File: src/rtl/sad_compress_accum.sv
// sad_compress_accum: streaming sum-of-absolute-differences over pixel blocks.
// Three stages: per-lane |a-b| register, carry-save reduction to a sum/carry
// pair, then the block accumulator. A closing beat (in_last or BLK_LEN reached)
// drains the pipeline and holds the result until out_ready.
// Optional feature macro: SAD_SATURATE_EN (clamping accumulator + out_sat port).
module sad_compress_accum #(
  parameter int PIX_W   = 8,
  parameter int LANES   = 8,
  parameter int BLK_LEN = 16,
  parameter int ACC_W   = PIX_W + $clog2(LANES) + $clog2(BLK_LEN) + 1
) (
  input  logic                       clk,
  input  logic                       rst_n,
  input  logic                       in_valid,
  output logic                       in_ready,
  input  logic [LANES*PIX_W-1:0]     in_a,
  input  logic [LANES*PIX_W-1:0]     in_b,
  input  logic                       in_last,
  output logic                       out_valid,
  input  logic                       out_ready,
  output logic [ACC_W-1:0]           out_sad,
  output logic [$clog2(BLK_LEN):0]   out_beats,
  output logic                       out_trunc
`ifdef SAD_SATURATE_EN
  ,
  output logic                       out_sat
`endif
);

  localparam int CW = $clog2(BLK_LEN) + 1;
  // Width that holds the exact per-beat lane total.
  localparam int SW = PIX_W + $clog2(LANES) + 1;

  typedef enum logic [1:0] {
    ST_ACC   = 2'd0,
    ST_DRAIN = 2'd1,
    ST_OUT   = 2'd2
  } state_t;

  state_t            state_q, state_d;
  logic [PIX_W-1:0]  diff_q [LANES];
  logic [PIX_W-1:0]  diff_d [LANES];
  logic              v1_q, close1_q;
  logic [SW-1:0]     s_q, c_q, s_d, c_d;
  logic              v2_q, close2_q;
  logic              done_q;
  logic [ACC_W-1:0]  acc_q, acc_d;
  logic [CW-1:0]     cnt_q;
  logic              trunc_q;
  logic [SW-1:0]     beat;
  logic              accept, close, release_out;

  assign in_ready    = (state_q == ST_ACC);
  assign accept      = in_valid & in_ready;
  assign close       = accept & (in_last | ((cnt_q + CW'(1)) == CW'(BLK_LEN)));
  assign release_out = (state_q == ST_OUT) & out_ready;

  assign out_valid = (state_q == ST_OUT);
  assign out_sad   = acc_q;
  assign out_beats = cnt_q;
  assign out_trunc = trunc_q;

  // Per-lane absolute difference of the incoming beat.
  always_comb begin
    for (int unsigned i = 0; i < LANES; i++) begin
      logic [PIX_W-1:0] a, b;
      a = in_a[i*PIX_W +: PIX_W];
      b = in_b[i*PIX_W +: PIX_W];
      diff_d[i] = (a > b) ? (a - b) : (b - a);
    end
  end

  // Carry-save reduction of the lane differences (chained 3:2 compressors).
  always_comb begin
    logic [SW-1:0] d, t;
    s_d = '0;
    c_d = '0;
    for (int unsigned i = 0; i < LANES; i++) begin
      d   = SW'(diff_q[i]);
      t   = s_d ^ c_d ^ d;
      c_d = ((s_d & c_d) | (s_d & d) | (c_d & d)) << 1;
      s_d = t;
    end
  end

  // Sum+carry is resolved only here, inside the accumulator add.
  assign beat = s_q + c_q;

`ifdef SAD_SATURATE_EN
  localparam int EW = ((ACC_W > SW) ? ACC_W : SW) + 1;
  logic [EW-1:0] ext;
  logic          ovf;
  logic          sat_q;

  // Saturating accumulate: clamp at all-ones on overflow.
  always_comb begin
    ext   = EW'(acc_q) + EW'(beat);
    ovf   = |ext[EW-1:ACC_W];
    acc_d = ovf ? '1 : ext[ACC_W-1:0];
  end

  assign out_sat = sat_q;

  // Sticky overflow flag, cleared when the result is consumed.
  always_ff @(posedge clk or negedge rst_n) begin
    if (!rst_n) begin
      sat_q <= 1'b0;
    end else if (release_out) begin
      sat_q <= 1'b0;
    end else if (v2_q && ovf) begin
      sat_q <= 1'b1;
    end
  end
`else
  // Wrapping accumulate, modulo 2^ACC_W.
  always_comb begin
    acc_d = acc_q + ACC_W'(beat);
  end
`endif

  // Stage 1: register lane differences and beat tags.
  always_ff @(posedge clk or negedge rst_n) begin
    if (!rst_n) begin
      v1_q     <= 1'b0;
      close1_q <= 1'b0;
      for (int unsigned i = 0; i < LANES; i++) diff_q[i] <= '0;
    end else begin
      v1_q     <= accept;
      close1_q <= close;
      if (accept) begin
        for (int unsigned i = 0; i < LANES; i++) diff_q[i] <= diff_d[i];
      end
    end
  end

  // Stage 2: register the carry-save pair.
  always_ff @(posedge clk or negedge rst_n) begin
    if (!rst_n) begin
      v2_q     <= 1'b0;
      close2_q <= 1'b0;
      s_q      <= '0;
      c_q      <= '0;
    end else begin
      v2_q     <= v1_q;
      close2_q <= close1_q;
      if (v1_q) begin
        s_q <= s_d;
        c_q <= c_d;
      end
    end
  end

  // Accumulator, beat counter and close-reason flag.
  always_ff @(posedge clk or negedge rst_n) begin
    if (!rst_n) begin
      done_q  <= 1'b0;
      acc_q   <= '0;
      cnt_q   <= '0;
      trunc_q <= 1'b0;
    end else begin
      done_q <= v2_q & close2_q;
      if (release_out) begin
        acc_q   <= '0;
        cnt_q   <= '0;
        trunc_q <= 1'b0;
      end else begin
        if (v2_q)   acc_q   <= acc_d;
        if (accept) cnt_q   <= cnt_q + CW'(1);
        if (close)  trunc_q <= ~in_last;
      end
    end
  end

  // State register.
  always_ff @(posedge clk or negedge rst_n) begin
    if (!rst_n) state_q <= ST_ACC;
    else        state_q <= state_d;
  end

  // Next-state: accept -> drain the pipeline -> hold result.
  always_comb begin
    state_d = state_q;
    case (state_q)
      ST_ACC:   if (close)     state_d = ST_DRAIN;
      ST_DRAIN: if (done_q)    state_d = ST_OUT;
      ST_OUT:   if (out_ready) state_d = ST_ACC;
      default:                 state_d = ST_ACC;
    endcase
  end

endmodule

File: config.mk
export PLATFORM = sky130hd
export DESIGN_NAME = sad_compress_accum
export DESIGN_NICKNAME = d
export VERILOG_FILES = /design/src/rtl/sad_compress_accum.sv
export SDC_FILE = /design/constraint.sdc
export NUM_CORES = 1
export LEC_CHECK = 0
export BUFFER_PORTS_ARGS = -buffer_cell sky130_fd_sc_hd__buf_4
export CAP_MARGIN = 20
export CORE_MARGIN = 1.5
export CORE_UTILIZATION = 30
export CTS_BUF_LIST = sky130_fd_sc_hd__clkbuf_4 sky130_fd_sc_hd__clkbuf_8 sky130_fd_sc_hd__clkbuf_16
export CTS_CLUSTER_DIAMETER = 50
export DETAILED_ROUTE_END_ITERATION = 8
export PLACE_DENSITY_LB_ADDON = 0.05
export SYNTH_ARGS = -nofsm -noshare
export SYNTH_HDL_FRONTEND = slang
export SYNTH_SLANG_ARGS = --single-unit
File: constraint.sdc
create_clock -name clk -period 5.3 [get_ports clk]
set_input_delay 1.06 -clock clk [delete_from_list [all_inputs] [get_ports clk]]
set_output_delay 1.06 -clock clk [all_outputs]
set_load 0.03 [all_outputs]
==> qor.csv <==
metric,value,unit
outcome,"complete, no violations",
synth_largest_area_cell,dfrtp_1,
rows,74,
worst_setup_path_end_kind,flop,
grt_use_met2,26.4,%
clkTransAtPathRegs,60,ps
portBuffers,156,
async_reset_ff_share,100,%
vdd_ir_drop_max,0.605,mV
worst_path_max_delay_cell,fa_1,
fin_crit_sh,76.5,%
finalSetupViolations,0,
netlist_area,12300,sq um
ys_seq_area_share,23.4,%
start_util,30.3,%
cp_cell_sequence,ha_1 -> fa_1 -> fa_1 -> fa_1 -> fa_1 -> fa_1 -> fa_1 -> mux2_2,
cts_buffers,17,
hold_class,flop to flop,
top_level_ports,157,
worst-path-buf-inv,0,
drive_gt1_share,15.3,%
cts_buffer_depth,2,
crit_top_cell,fa_1,
ctsHoldBuffers,0,
final_antenna_net_count,0,
power_frac_comb,71.9,%
gp_congestion,0.813,
cp-start-kind,flop,
rr_startpoint,diff_q[50]$_DFFE_PN0P_,
synthesis.nets,1788,
worst_ep_required_time,5590,ps
use_met1,23.1,%
synth_ff_type,dfrtp_1,
fp.dieH,206,microns
grt_pass1_wl,54800,microns
post-dp-hpwl,27500,microns
dr.pass1.iters,5,
layout_min_cycle_time,4050,ps
n_antenna_cell,0,
syn2layout_area_growth,18.3,%
cts_tree,built,
die_area,42300,sq um
synth_seq_cells,115,
synth_area_leaders,"dfrtp_1, ha_1, fa_1",
hold_path_depth,0,
track_usage,16.2,%
vias,10300,
synth_cell_types,71,
p_int,5.47,mW
p_total,10.4,mW
regToRegSetupSlack,1250,ps
sequentialPowerShare,16.7,%
cp.arrival,4350,ps
synth_top_area_share,23.4,%
yosysWarnings,0,
dr.first_iter.drc_count,522,
drc_errors,0,
setup-tns-final,0,ps
swShare,47.2,%
reg2reg_to,s_q[2]$_DFFE_PN0P_,
synth.most_common_cell,inv_1,
antenna_found_initial,0,
hold_viol_final,0,
min-delay-start,close1_q$_DFF_PN0_,
slew_headroom,28.8,%
fmaxAchievable,247,MHz
p_clk_share,11.4,%
post_cts_buffers,0,
fin_skew,11.7,ps
chipWidth,206,microns
timing.max_cap.violations,0,
grt_pass1_vias,10400,
netlist_instances,1427,
syn_avg_cell_area,8.63,sq um
slowest_delay,550,ps
use_met3,2.01,%
wirelength,33400,microns
clkLatencyLatePin,420,ps
p_sw,4.88,mW
grt_max_degree,53,
finalMaxSlewViolations,0,
path_class,flop to flop,
p_leak,7.14,nW
busiest_layer,met2,
synth_edf_count,0,
clock_sinks,115,
post_drt_wl_per_cell,15.9,microns
p_per_area,710,nW/um^2
htreeDepth,4,
post_cts_resize_count,0,
rsz0062_at_grt,false,
synth_common_cells,"inv_1, ha_1, dfrtp_1, nand2_1, o21ai_0",
min_to,close2_q$_DFF_PN0_,
worstMarginPinSlew,1070,ps
overflow,0,
drt-vias-per-instance,4.89,
cts-root-buf,clkbuf_16,
cp_max_fo,2,
final_nets,1915,
coreArea,40600,sq um
cpLargestDelayFamily,adder cells,
fill_cells,4271,
reg2reg_depth,8,
-- stage by stage --
| step | worst slack [ps] | hold WS (ps) | utilization (%) | instance area [sq um] | instances |
|---|---|---|---|---|---|
| after floorplan | 1370 | 331 | - | 12300 | 1427 |
| after global placement | 1260 | 334 | 34.4 | 14000 | 2067 |
| after detailed placement | 1220 | 347 | 34.4 | 14000 | 2067 |
| after CTS | 1210 | 356 | 35.9 | 14600 | 2099 |
| after global routing | 1080 | 365 | 35.9 | 14600 | 2099 |
| final | 1250 | 353 | 35.9 | 14600 | 2099 |
-- layer usage --
| layer | vias to the layer above | wire (microns) |
|---|---|---|
| met4 | 0 | 296 |
| li1 | 5243 | - |
| met2 | 134 | 15300 |
| met3 | 18 | 810 |
| met5 | - | 0 |
| met1 | 4879 | 16900 |
-- registers in the layout (all words and copies together), names as in the netlist --
signal / flops
s_q: 11
close2_q: 1
diff_q: 64
v1_q: 1
out_sad: 16
state_q: 2
out_trunc: 1
c_q: 11
v2_q: 1
done_q: 1
out_beats: 5
close1_q: 1
-- cells in the final DEF, fill, tap and decap left out, types with 5 or more instances in the layout --
cell | Yosys | routed
o21a_1 | 24 | 24
nand3_1 | 41 | 41
mux2i_1 | 21 | 21
nand3b_1 | 17 | 17
inv_6 | 0 | 7
clkbuf_16 | 0 | 17
or3_1 | 21 | 21
nand2_1 | 97 | 97
o211ai_1 | 8 | 8
a31oi_1 | 24 | 24
buf_4 | 0 | 160
inv_1 | 177 | 176
a21oi_1 | 90 | 90
nor3_1 | 34 | 34
fa_1 | 62 | 62
nand4b_1 | 6 | 6
o31ai_1 | 5 | 5
nand4_1 | 18 | 18
or2_2 | 5 | 5
o21ai_0 | 95 | 95
a21o_1 | 28 | 28
o21bai_1 | 7 | 7
o22ai_1 | 10 | 10
xor2_1 | 15 | 15
and3_1 | 19 | 19
nand2b_1 | 18 | 18
dfrtp_1 | 115 | 115
mux2_2 | 26 | 26
a211o_1 | 16 | 16
ha_1 | 166 | 166
o31a_1 | 5 | 5
nor2b_1 | 12 | 12
a211oi_1 | 19 | 19
and2_1 | 15 | 15
nor2_1 | 81 | 81
xnor2_1 | 18 | 18
a21boi_0 | 5 | 5
-- power groups by stage --
| stage | Sequential [mW] | Combinational (mW) | Clock, mW |
|---|---|---|---|
| 2_1_floorplan | 1.71 | 5.51 | 0 |
| 3_3_place_gp | 1.75 | 7.34 | 0 |
| 3_5_place_dp | 1.76 | 7.49 | 0 |
| 4_1_cts | 1.75 | 7.64 | 1.21 |
| 5_1_grt | 1.80 | 8.71 | 1.25 |
| 6_report | 1.73 | 7.45 | 1.18 |
-- how the worst max path moves through the flow --
stage	startpoint	to	slack (ps)	cells past startpoint
floorplan	diff_q[50]$_DFFE_PN0P_	s_q[2]$_DFFE_PN0P_	1370	8
global placement	diff_q[54]$_DFFE_PN0P_	s_q[6]$_DFFE_PN0P_	1260	8
detailed placement	diff_q[53]$_DFFE_PN0P_	s_q[5]$_DFFE_PN0P_	1220	8
CTS	diff_q[55]$_DFFE_PN0P_	s_q[7]$_DFFE_PN0P_	1210	11
global route	diff_q[55]$_DFFE_PN0P_	s_q[7]$_DFFE_PN0P_	1080	11
finish	diff_q[50]$_DFFE_PN0P_	s_q[2]$_DFFE_PN0P_	1250	8
-- final cells by class --
cell class | count | area (sq um) | area share, %
clock buffer | 17 | 425 | 2.92
timing repair buffer | 161 | 1220 | 8.38
sequential | 115 | 2880 | 19.7
tap | 532 | 666 | 4.57
multi-input combinational | 1081 | 8550 | 58.7
inverter | 178 | 668 | 4.58
clock inverter | 15 | 168 | 1.15
-- cell families (layout without fill, tap and decap cells) --
| family | after synthesis | in the layout | synth area share [%] |
|---|---|---|---|
| buf+inv | 231 | 371 | 7.24 |
| mux | 47 | 47 | 4.08 |
| simple gates | 400 | 400 | 16.5 |
| fa+ha+maj | 228 | 228 | 26.9 |
| flops | 115 | 115 | 23.4 |
| xor+xnor | 33 | 33 | 2.35 |
| compound gates | 373 | 373 | 19.6 |
Power figures use the tool's default switching activity.
